===== src/rtl/pulse_handshake_tx.sv =====
// Four-phase request transmitter, one independent channel per bit: a clk-domain
// pulse becomes a held request level that returns to zero after the far side acks.
module pulse_handshake_tx #(
    parameter int Width    = 1,
    parameter int Min_High = 4
) (
    input  logic               clk,
    input  logic               sres,
    input  logic [Width-1:0]   Pulse_In,
    input  logic [Width-1:0]   Ack_Async,
    output logic [Width-1:0]   Req_Out,
    output logic [Width-1:0]   Busy,
    output logic [Width-1:0]   Done_d,
    output logic [Width-1:0]   Overrun_d,
    output logic [2*Width-1:0] dbg_state,
    output logic [Width-1:0]   dbg_pending
);
    localparam int CntW = (Min_High > 1) ? $clog2(Min_High) : 1;
    localparam logic [CntW-1:0] HoldMax = CntW'(Min_High - 1);

    typedef enum logic [1:0] {
        S_IDLE   = 2'd0,
        S_REQ    = 2'd1,
        S_ACKLOW = 2'd2
    } state_e;

    for (genvar i = 0; i < Width; i++) begin : g_bit
        state_e          state_q, state_d;
        logic [CntW-1:0] cnt_q, cnt_d;
        logic            pending_q, pending_d;
        logic            ack_meta_q, ack_s_q;
        logic            req_q, req_d;
        logic            busy_q, busy_d;
        logic            done_q, done_d;
        logic            ovr_q, ovr_d;
        logic            pulse;
        logic            hold_met;

        assign pulse    = Pulse_In[i];
        assign hold_met = (cnt_q == HoldMax);

        always_comb begin
            state_d   = state_q;
            pending_d = pending_q;
            done_d    = 1'b0;
            ovr_d     = 1'b0;
            cnt_d     = '0;

            case (state_q)
                S_IDLE: begin
                    if (pulse) state_d = S_REQ;
                end
                S_REQ: begin
                    if (ack_s_q && hold_met) state_d = S_ACKLOW;
                    if (pulse) begin
                        if (pending_q) ovr_d = 1'b1;
                        else           pending_d = 1'b1;
                    end
                end
                S_ACKLOW: begin
                    if (!ack_s_q) begin
                        done_d  = 1'b1;
                        state_d = (pending_q || pulse) ? S_REQ : S_IDLE;
                        // A pulse arriving on the exit edge takes the slot the
                        // consumed pending event just freed, so it is not an overrun.
                        pending_d = pending_q && pulse;
                    end else if (pulse) begin
                        if (pending_q) ovr_d = 1'b1;
                        else           pending_d = 1'b1;
                    end
                end
                default: state_d = S_IDLE;
            endcase

            // Hold counter restarts from zero on every REQ entry.
            if (state_q == S_REQ && state_d == S_REQ) begin
                cnt_d = hold_met ? cnt_q : cnt_q + 1'b1;
            end

            req_d  = (state_d == S_REQ);
            busy_d = (state_d != S_IDLE) || pending_d;
        end

        always_ff @(posedge clk) begin
            if (sres) begin
                state_q    <= S_IDLE;
                cnt_q      <= '0;
                pending_q  <= 1'b0;
                ack_meta_q <= 1'b0;
                ack_s_q    <= 1'b0;
                req_q      <= 1'b0;
                busy_q     <= 1'b0;
                done_q     <= 1'b0;
                ovr_q      <= 1'b0;
            end else begin
                state_q    <= state_d;
                cnt_q      <= cnt_d;
                pending_q  <= pending_d;
                ack_meta_q <= Ack_Async[i];
                ack_s_q    <= ack_meta_q;
                req_q      <= req_d;
                busy_q     <= busy_d;
                done_q     <= done_d;
                ovr_q      <= ovr_d;
            end
        end

        assign Req_Out[i]          = req_q;
        assign Busy[i]             = busy_q;
        assign Done_d[i]           = done_q;
        assign Overrun_d[i]        = ovr_q;
        assign dbg_state[2*i +: 2] = state_q;
        assign dbg_pending[i]      = pending_q;
    end

endmodule

===== config.mk =====
export PLATFORM = sky130hd
export DESIGN_NAME = pulse_handshake_tx
export DESIGN_NICKNAME = d
export VERILOG_FILES = /design/src/rtl/pulse_handshake_tx.sv
export SDC_FILE = /design/constraint.sdc
export NUM_CORES = 1
export LEC_CHECK = 0
export ABC_AREA = 1
export ABC_CLOCK_PERIOD_IN_PS = 2600
export CAP_MARGIN = 20
export CORE_AREA = 2 2 39 41
export CTS_CLUSTER_DIAMETER = 60
export DETAILED_ROUTE_END_ITERATION = 7
export DIE_AREA = 0 0 41 43
export GPL_ROUTABILITY_DRIVEN = 0
export GPL_TIMING_DRIVEN = 0
export PLACE_DENSITY = 0.65
export SLEW_MARGIN = 30
export SYNTH_ARGS = -nofsm -noshare
export SYNTH_HDL_FRONTEND = slang
export SYNTH_SLANG_ARGS = --single-unit

===== constraint.sdc =====
create_clock -name clk -period 2.6 [get_ports clk]
set_clock_uncertainty 0.15 [all_clocks]
set_input_delay 0.39 -clock clk [delete_from_list [all_inputs] [get_ports clk]]
set_output_delay 0.39 -clock clk [all_outputs]
set_load 0.01 [all_outputs]

==> Word level (Yosys, flattened, before mapping) <==
Cells that the tools add are included.
{ "classes": {"n_addsub": 1, "eq_ne": 4, "n_mux": 13, "n_bitwise": 2, "reduce_logical": 9} }
{ "op_table": {"columns": ["operator", "count"], "rows": [
  ["$mux 1", 7],
  ["$mux 2", 3],
  ["$pmux 2 s3", 1],
  ["$eq 2x1->1 const B", 2],
  ["$eq 2x2->1 const B", 2],
  ["$pmux 1 s2", 2],
  ["$reduce_or 2->1", 2],
  ["$logic_and 1x1->1", 3],
  ["$add 2x1->2 const B", 1],
  ["$logic_not 2->1", 1],
  ["$logic_or 1x1->1", 2],
  ["$not 1->1", 2],
  ["$reduce_bool 2->1", 1]
]} }
{ "totals": {"reg_bits": 11, "in_bits": 4, "word_cells": 38} }

==> Depth between registers and ports, before layout <==
Gate-level depths: netlist of run 1.
{ "logic_depth": {"depth_word": 8, "mapped_depth": 10} }

==> Worst setup path before layout of run 1 <==
Ideal clock, no wire load.
{ "synth_timing": {"path_type": "register to register", "start": "register g_bit[0].state_q[0], in the netlist dbg_state[0]", "end": "register g_bit[0].busy_q, in the netlist Busy", "t_arrival_ps": 1297, "required_ps": 2336, "path_slack_ps": 1039, "path_stages_with_launch": 11, "period_less_slack_ps": 1561, "path_cell_list": "dfxtp_1 inv_1 ha_1 nand2_1 inv_2 o21ai_1 nand2_1 nand2_1 inv_2 nor2_1 nand2_1"} }
{ "synth_via": {"elab_chain_len": 4, "word_cells_on_any_way": 10, "cone_classes": "eq/ne: 2; mux: 5; reduce/logical: 3"} }
{ "synth_rtl": {"columns": ["item", "line_no", "source"], "rows": [
  ["start, declared", "28", "state_e state_q, state_d;"],
  ["start signal, assigned", "96", "state_q <= state_d;"],
  ["$eq 2x2->1 (tied with other cells)", "49", "case (state_q)"],
  ["$pmux 2 s3", "49", null],
  ["$reduce_bool 2->1", "81", "busy_d = (state_d != S_IDLE) || pending_d;"],
  ["$logic_or 1x1->1 *", "81", null],
  ["end signal, assigned", "102", "busy_q <= busy_d;"],
  ["end, declared", "33", "logic busy_q, busy_d;"]
]} }
Every way passes the cells marked *; elsewhere a longest branch is shown, timed or not.
A chain may end at the register's enable or synchronous reset.

==> Final worst setup path of run 1 <==
{ "layout_timing": {"start": "register g_bit[0].state_q[0], in the netlist dbg_state[0]", "end": "output port dbg_state[0]"} }
{ "layout_rtl": {"columns": ["item", "line_no", "source"], "rows": [
  ["end, declared", "15", "output logic [2*Width-1:0] dbg_state,"]
]} }
No word-level cell between the ends.

==> metrics.txt, run 1 <==
# TYPE chip_impl_metric gauge
chip_impl_info{name="run_status",value="complete, no violations"} 1
chip_impl_metric{name="worstHoldPathCells",unit=""} 2
chip_impl_metric{name="drt-initial-drc-count",unit=""} 3
chip_impl_metric{name="fin_ws",unit="ns"} 0.761
chip_impl_info{name="setup_repair_after_global_routing_missed_its_margin",value="no"} 1
chip_impl_metric{name="dp.final_hpwl",unit="um"} 728
chip_impl_metric{name="layout.core_utilization",unit=""} 0.508
chip_impl_metric{name="post_synth.cell_area_avg",unit="sq um"} 7.73
chip_impl_metric{name="die-area",unit="sq um"} 1760
chip_impl_metric{name="netlist_instances",unit=""} 72
chip_impl_metric{name="swShare",unit=""} 0.261
chip_impl_info{name="most_frequent_cell_after_synthesis",value="nand2_1"} 1
chip_impl_metric{name="detailedPlace.worstSlack",unit="ns"} 0.831
chip_impl_metric{name="io_buffer_count",unit=""} 10
chip_impl_metric{name="tightest_slew",unit="ns"} 0.230
chip_impl_metric{name="static_leak",unit="nW"} 0.343
chip_impl_metric{name="timing.setup.tns",unit="ns"} 0
chip_impl_metric{name="cts-root-to-sink-buffers",unit=""} 2
chip_impl_metric{name="die_x",unit="um"} 41
chip_impl_info{name="synth_top_area_cell",value="dfxtp_1"} 1
chip_impl_metric{name="final_setup_violation_count",unit=""} 0
chip_impl_metric{name="final_cells",unit=""} 102
chip_impl_metric{name="cts.repair_timing.setup_buffer_count",unit=""} 0
chip_impl_metric{name="dr_total_vias",unit=""} 452
chip_impl_info{name="cpLargestDelayFamily",value="buffers and inverters"} 1
chip_impl_metric{name="cts.reportedPaths.clkPinSlew",unit="ns"} 0.07
chip_impl_metric{name="arrival",unit="ns"} 1.30
chip_impl_metric{name="worstRegToRegCells",unit=""} 10
chip_impl_info{name="critical_path.startpoint_type",value="register"} 1
chip_impl_metric{name="timing.critical_path.buf_inv",unit=""} 1
chip_impl_metric{name="power.density_cell_area",unit="nW/um^2"} 508
chip_impl_metric{name="place.detailed.instances",unit=""} 98
chip_impl_metric{name="cts_inserted_buffers",unit=""} 3
chip_impl_metric{name="cts_num_sinks",unit=""} 11
chip_impl_metric{name="fp.coreArea",unit="sq um"} 1380
chip_impl_metric{name="vias_per_cell",unit=""} 4.43
chip_impl_metric{name="clock.fmax",unit="MHz"} 544
chip_impl_metric{name="minimum_clock_period_after_layout",unit="ns"} 1.84
chip_impl_metric{name="cts.htree.levels",unit=""} 1
chip_impl_metric{name="global_route.overflow_total",unit=""} 0
chip_impl_info{name="hold_start",value="g_bit[0].ack_meta_q$_SDFF_PP0_"} 1
chip_impl_metric{name="synth_seq_cells",unit=""} 11
chip_impl_metric{name="drive_above_1_share",unit=""} 0.151
chip_impl_info{name="cts_tree",value="built"} 1
chip_impl_info{name="synth.cells.most_frequent",value="nand2_1, dfxtp_1, inv_1, nor2_1"} 1
chip_impl_metric{name="synth_warnings",unit=""} 0
chip_impl_metric{name="finalNetCount",unit=""} 96
chip_impl_metric{name="detail_route.first_pass.iterations",unit=""} 4
chip_impl_info{name="ctsRootBufferMaster",value="clkbuf_4"} 1
chip_impl_metric{name="synthesis.nets",unit=""} 81
chip_impl_metric{name="vdd_drop_max",unit="mV"} 0.262
chip_impl_info{name="synth_top_cells_by_area",value="dfxtp_1, ha_1, nand2_1"} 1
chip_impl_metric{name="synth-seq-area-share",unit=""} 0.396
chip_impl_metric{name="clkLatencyLatePin",unit="ns"} 0.27
chip_impl_info{name="crit_chain",value="clkdlybuf4s50_1"} 1
chip_impl_metric{name="internal-power",unit="W"} 0.000264
chip_impl_metric{name="pin_count",unit=""} 11
chip_impl_metric{name="netSwitchingPower",unit="W"} 0.0000932
chip_impl_metric{name="number_of_antenna_violations_at_the_first_check_in_global_routing",unit=""} 0
chip_impl_info{name="crit_end_category",value="output port"} 1
chip_impl_metric{name="rows",unit=""} 14
chip_impl_metric{name="max_stage_delay",unit="ns"} 0.58
chip_impl_metric{name="wirelength",unit="um"} 910
chip_impl_metric{name="synth_async_sr_flop_share",unit=""} 0
chip_impl_metric{name="timing.slew.headroom",unit=""} 0.846
chip_impl_metric{name="via_count_of_the_first_global_routing_pass",unit=""} 400
chip_impl_metric{name="sequentialPowerShare",unit=""} 0.514
chip_impl_metric{name="yosys.cell_types.count",unit=""} 17
chip_impl_info{name="hold_end",value="g_bit[0].ack_s_q$_SDFF_PP0_"} 1
chip_impl_metric{name="final_antenna_net_count",unit=""} 0
chip_impl_metric{name="post_synth_edffs",unit=""} 0
chip_impl_metric{name="grt_first_pass_wirelength",unit="um"} 1550
chip_impl_info{name="r2r_start",value="dbg_state[0]$_SDFF_PP0_"} 1
chip_impl_metric{name="pin_count_of_the_biggest_net_entering_global_routing",unit=""} 8
chip_impl_metric{name="die-height",unit="um"} 43
chip_impl_metric{name="timing.critical_path.required",unit="ns"} 2.06
chip_impl_metric{name="min_period_over_period",unit=""} 0.707
chip_impl_metric{name="finalHoldViolations",unit=""} 0
chip_impl_metric{name="synth_largest_type_area_fraction",unit=""} 0.396
chip_impl_info{name="rr_endpoint",value="Busy$_SDFF_PP0_"} 1
chip_impl_metric{name="final_max_slew_viol_count",unit=""} 0
chip_impl_metric{name="cts_hold_buf",unit=""} 0
chip_impl_info{name="ys.flop_type",value="dfxtp_1"} 1
chip_impl_metric{name="areaGrowthSynthToFinish",unit="%"} 26.3
chip_impl_metric{name="gr-usage-all-layers",unit=""} 0.137
chip_impl_metric{name="ff_to_ff_setup_slack",unit="ns"} 0.97
chip_impl_metric{name="power.combinational.fraction",unit=""} 0.159
chip_impl_metric{name="path_max_fanout",unit=""} 7
chip_impl_info{name="hold_class",value="register to register"} 1
chip_impl_metric{name="post-route-drc-count",unit=""} 0
chip_impl_metric{name="diodes",unit=""} 0
chip_impl_metric{name="share_clk_of_total_power",unit=""} 0.327
chip_impl_metric{name="drv_cap",unit=""} 0
chip_impl_metric{name="initial_utilization",unit=""} 0.402
chip_impl_metric{name="detail_route.wl_per_cell",unit="um"} 8.92
chip_impl_info{name="crit_start",value="dbg_state[0]$_SDFF_PP0_"} 1
chip_impl_info{name="timing_worst_setup_path_type",value="register to output port"} 1
chip_impl_metric{name="synthesis.area",unit="sq um"} 557
chip_impl_info{name="critPathSlowestCell",value="clkdlybuf4s50_1"} 1
chip_impl_metric{name="cts.repair.resized",unit=""} 0
==> layout by cell type (no fill, tap or decap) <==
cell | synthesis | layout
nand3_1 | 5 | 5
dfxtp_1 | 11 | 11
ha_1 | 5 | 5
clkbuf_4 | 0 | 3
nand2_1 | 15 | 15
mux2i_1 | 1 | 1
clkbuf_1 | 0 | 1
clkdlybuf4s50_1 | 0 | 10
o21ai_0 | 1 | 1
clkinv_1 | 2 | 2
nand2_2 | 2 | 2
nor3_1 | 3 | 3
xor2_1 | 1 | 1
nor2_1 | 6 | 6
inv_2 | 3 | 3
nand3_2 | 2 | 2
o21ai_1 | 1 | 1
inv_1 | 11 | 11
nand2_4 | 1 | 1
nor2_4 | 2 | 2
==> per-stage QoR <==
stage	hold slack, ns	area, sq um	total power [W]
finish	0.257	703	0.000357
detailed placement	0.247	677	0.000245
CTS	0.257	703	0.000361
global route	0.307	703	0.000379
global placement	0.241	677	0.000244
floorplan	0.238	557	0.000221
==> power by group through the flow <==
stage | logic, W | registers, W | clock network, W
after floorplan | 0.0000313 | 0.000190 | 0
after global placement | 0.0000566 | 0.000187 | 0
after detailed placement | 0.0000577 | 0.000188 | 0
after CTS | 0.0000580 | 0.000184 | 0.000120
after global routing | 0.0000633 | 0.000185 | 0.000131
final | 0.0000570 | 0.000184 | 0.000117
==> sequential cells by signal, summed over array words and instances, names as in the netlist <==
| name | count |
|---|---|
| g_bit.ack_meta_q | 1 |
| g_bit.cnt_q | 2 |
| dbg_state | 2 |
| dbg_pending | 1 |
| Overrun_d | 1 |
| Done_d | 1 |
| g_bit.ack_s_q | 1 |
| Req_Out | 1 |
| Busy | 1 |
==> cells by family (layout without fill, tap and decap cells) <==
kind of cell,Yosys count,in the layout,synth area share
multiplexers,1,1,0.0180
AND/OR/NAND/NOR,36,36,0.333
buffers and inverters,16,30,0.108
XOR/XNOR,1,1,0.0157
adder cells (fa/ha/maj),5,5,0.112
flip-flops,11,11,0.396
AO/OA/AOI/OAI,2,2,0.0180
==> routing by layer <==
metal,GRT usage,share of wire,routed length [um],up-vias
met2,0.194,0.48,439,12
met3,0.0471,0.047,43,3
met1,0.154,0.44,402,192
met4,0.120,0.027,25,0
li1,-,-,-,245
met5,0,0,0,-
==> area by class of cell <==
| type | instances | area (sq um) |
|---|---|---|
| inverters | 16 | 60.1 |
| flip-flops and latches | 11 | 220 |
| repair buffers | 10 | 100 |
| clock buffers | 4 | 26.3 |
| fillers | 141 | 681 |
| multi-input cells | 45 | 277 |
| well taps | 16 | 20.0 |
==> worst register-to-register path, delay by kind of cell, from the launching register on <==
kind | cells | cell delay [ns]
fa+ha+maj | 1 | 0.26
simple gates | 7 | 0.51
flops | 1 | 0.45
buf+inv | 2 | 0.15
==> worst max-delay path by stage <==
stage               slack, ns  cells after the start              end
CTS                      0.75                      1     dbg_state[0]
floorplan                1.04                     10  Busy$_SDFF_PP0_
global route             0.71                      1     dbg_state[0]
detailed placement       0.83                      7  Busy$_SDFF_PP0_
finish                   0.76                      1     dbg_state[0]
global placement         0.84                      7  Busy$_SDFF_PP0_
(Power assumes the default switching activity.)
==> run 2, diff against run 1 <==
Settings changed: ABC_CLOCK_PERIOD_IN_PS 2600 to 1700.
Clock period 2.6 ns to 1.7 ns, I/O delays scaled along.
==> run 2 against run 1 <==
  * Sequential power is 53% higher
  * Global-route usage is the same
  * Non-clock buffer count did not move
  * Clock power is 53% higher
  * Critical path depth is the same
  * Largest cell class unchanged
  * Highest routed layer unchanged
==> metrics.txt, run 2 (synthesized netlist as in run 1, its figures left out) <==
# TYPE chip_impl_metric gauge
chip_impl_metric{name="clkLatencyLatePin",unit="ns"} 0.27
chip_impl_metric{name="vdd_drop_max",unit="mV"} 0.402
chip_impl_metric{name="post-route-drc-count",unit=""} 0
chip_impl_metric{name="die_x",unit="um"} 41
chip_impl_metric{name="final_antenna_net_count",unit=""} 0
chip_impl_metric{name="die-height",unit="um"} 43
chip_impl_metric{name="initial_utilization",unit=""} 0.402
chip_impl_metric{name="pin_count_of_the_biggest_net_entering_global_routing",unit=""} 8
chip_impl_metric{name="netSwitchingPower",unit="W"} 0.000143
chip_impl_metric{name="global_route.overflow_total",unit=""} 0
chip_impl_metric{name="finalNetCount",unit=""} 96
chip_impl_metric{name="cts_hold_buf",unit=""} 0
chip_impl_metric{name="power.density_cell_area",unit="nW/um^2"} 776
chip_impl_metric{name="share_clk_of_total_power",unit=""} 0.327
chip_impl_metric{name="static_leak",unit="nW"} 0.344
chip_impl_metric{name="cts.reportedPaths.clkPinSlew",unit="ns"} 0.07
chip_impl_metric{name="arrival",unit="ns"} 1.21
chip_impl_metric{name="vias_per_cell",unit=""} 4.40
chip_impl_metric{name="swShare",unit=""} 0.260
chip_impl_metric{name="drv_cap",unit=""} 0
chip_impl_metric{name="via_count_of_the_first_global_routing_pass",unit=""} 400
chip_impl_metric{name="final_setup_violation_count",unit=""} 0
chip_impl_metric{name="pin_count",unit=""} 11
chip_impl_info{name="topRoutingLayerUsed",value="met4"} 1
chip_impl_metric{name="gr-usage-all-layers",unit=""} 0.137
chip_impl_info{name="ctsRootBufferMaster",value="clkbuf_4"} 1
chip_impl_metric{name="rows",unit=""} 14
chip_impl_metric{name="min_period_over_period",unit=""} 0.951
chip_impl_metric{name="power.combinational.fraction",unit=""} 0.159
chip_impl_metric{name="detail_route.wl_per_cell",unit="um"} 8.91
chip_impl_info{name="critPathSlowestCell",value="clkdlybuf4s50_1"} 1
chip_impl_info{name="crit_chain",value="clkdlybuf4s50_1"} 1
chip_impl_metric{name="finalHoldViolations",unit=""} 0
chip_impl_info{name="hold_class",value="register to register"} 1
chip_impl_metric{name="die-area",unit="sq um"} 1760
chip_impl_info{name="setup_repair_after_global_routing_missed_its_margin",value="no"} 1
chip_impl_metric{name="timing.critical_path.required",unit="ns"} 1.29
chip_impl_metric{name="layout.core_utilization",unit=""} 0.510
chip_impl_metric{name="drt-initial-drc-count",unit=""} 3
chip_impl_metric{name="timing.setup.tns",unit="ns"} 0
chip_impl_metric{name="path_max_fanout",unit=""} 7
chip_impl_metric{name="diodes",unit=""} 0
chip_impl_metric{name="tightest_slew",unit="ns"} 0.197
chip_impl_metric{name="grt_first_pass_wirelength",unit="um"} 1550
chip_impl_info{name="run_status",value="complete, no violations"} 1
chip_impl_metric{name="number_of_antenna_violations_at_the_first_check_in_global_routing",unit=""} 0
chip_impl_metric{name="timing.slew.headroom",unit=""} 0.867
chip_impl_metric{name="sequentialPowerShare",unit=""} 0.514
chip_impl_metric{name="areaGrowthSynthToFinish",unit="%"} 26.7
chip_impl_metric{name="dr_total_vias",unit=""} 449
chip_impl_info{name="final_cell_mix",value="nand2_1, inv_1, clkdlybuf4s50_1, dfxtp_1, nor2_1"} 1
chip_impl_metric{name="m1_wl",unit="um"} 400
chip_impl_metric{name="clock.fmax",unit="MHz"} 618
chip_impl_metric{name="io_buffer_count",unit=""} 10
chip_impl_metric{name="max_stage_delay",unit="ns"} 0.56
chip_impl_info{name="crit_end_category",value="output port"} 1
chip_impl_metric{name="detail_route.first_pass.iterations",unit=""} 4
chip_impl_info{name="mostFrequentLayoutCell",value="nand2_1"} 1
chip_impl_metric{name="fp.coreArea",unit="sq um"} 1380
chip_impl_metric{name="wirelength",unit="um"} 909
chip_impl_metric{name="cts_num_sinks",unit=""} 11
chip_impl_metric{name="cts-root-to-sink-buffers",unit=""} 2
chip_impl_metric{name="cts.htree.levels",unit=""} 1
chip_impl_metric{name="internal-power",unit="W"} 0.000405
chip_impl_info{name="cpLargestDelayFamily",value="buffers and inverters"} 1
chip_impl_metric{name="final_max_slew_viol_count",unit=""} 0
chip_impl_metric{name="cts.repair_timing.setup_buffer_count",unit=""} 0
chip_impl_metric{name="cts_inserted_buffers",unit=""} 3
chip_impl_metric{name="minimum_clock_period_after_layout",unit="ns"} 1.62
chip_impl_info{name="critical_path.startpoint_type",value="register"} 1
chip_impl_info{name="timing_worst_setup_path_type",value="register to output port"} 1
chip_impl_info{name="cts_tree",value="built"} 1
chip_impl_metric{name="drive_above_1_share",unit=""} 0.174
chip_impl_metric{name="timing.critical_path.buf_inv",unit=""} 1
chip_impl_metric{name="met2_wirelength",unit="um"} 443
chip_impl_metric{name="detailroute.wirelength.met3",unit="um"} 40
chip_impl_metric{name="dp.final_hpwl",unit="um"} 728
[run 2: changes by cell type in the layout (fill, tap and decap cells not counted)]
| cell | before | now |
|---|---|---|
| dfxtp_2 | 0 | 2 |
| dfxtp_1 | 11 | 9 |
[run 2: what timing repair did]
item                                    in CTS  in global routing
endpoints found under the hold margin        0                  0
resized for setup                            1                  1
endpoints found under the setup margin       1                  4
[run 2: path summary, 6_finish.rpt]
| kind | cells after the start | startpoint | to | slack [ns] |
|---|---|---|---|---|
| worst max-delay path | 1 | dbg_state[0]$_SDFF_PP0_ | dbg_state[0] | 0.08 |
| worst min-delay path | 2 | g_bit[0].ack_meta_q$_SDFF_PP0_ | g_bit[0].ack_s_q$_SDFF_PP0_ | 0.26 |
| worst max register to register | 10 | dbg_state[0]$_SDFF_PP0_ | Busy$_SDFF_PP0_ | 0.16 |
| worst min register to register | 2 | g_bit[0].ack_meta_q$_SDFF_PP0_ | g_bit[0].ack_s_q$_SDFF_PP0_ | 0.26 |
[run 2: area by class of cell]
class                      count  area, sq um
clock buffer                   4         26.3
fill                         141          678
inverter                      16         60.1
multi-input combinational     45          277
sequential                    11          223
tap                           16         20.0
timing repair buffer          10          100
[run 2: routing by layer]
layer | vias up | GRT usage
met5 | - | 0
met4 | 0 | 0.120
met3 | 3 | 0.0471
met2 | 10 | 0.194
met1 | 191 | 0.154
li1 | 245 | -
[run 2: metrics by stage]
stage / cell area [sq um] / setup WS (ns) / hold WS (ns) / cells / power [W]
after floorplan: 557 / 0.139 / 0.176 / 72 / 0.000338
after global placement: 677 / 0.0734 / 0.241 / 98 / 0.000373
after detailed placement: 677 / 0.0624 / 0.247 / 98 / 0.000375
after CTS: 704 / 0.0114 / 0.257 / 102 / 0.000553
after global routing: 706 / 0.00574 / 0.307 / 102 / 0.000580
final: 706 / 0.0831 / 0.257 / 102 / 0.000547
[run 2: power groups by stage]
stage / Combinational, W / Sequential [W] / Clock, W
after floorplan: 0.0000478 / 0.000290 / 0
after global placement: 0.0000866 / 0.000287 / 0
after detailed placement: 0.0000882 / 0.000287 / 0
after CTS: 0.0000888 / 0.000281 / 0.000183
after global routing: 0.0000968 / 0.000283 / 0.000201
final: 0.0000872 / 0.000281 / 0.000179
==> run 3, diff against run 2 <==
Settings changed: SKIP_LAST_GASP set to 1.
==> results of run 3 <==
Same layout as run 2: the final DEF is identical, and so are final timing and power.
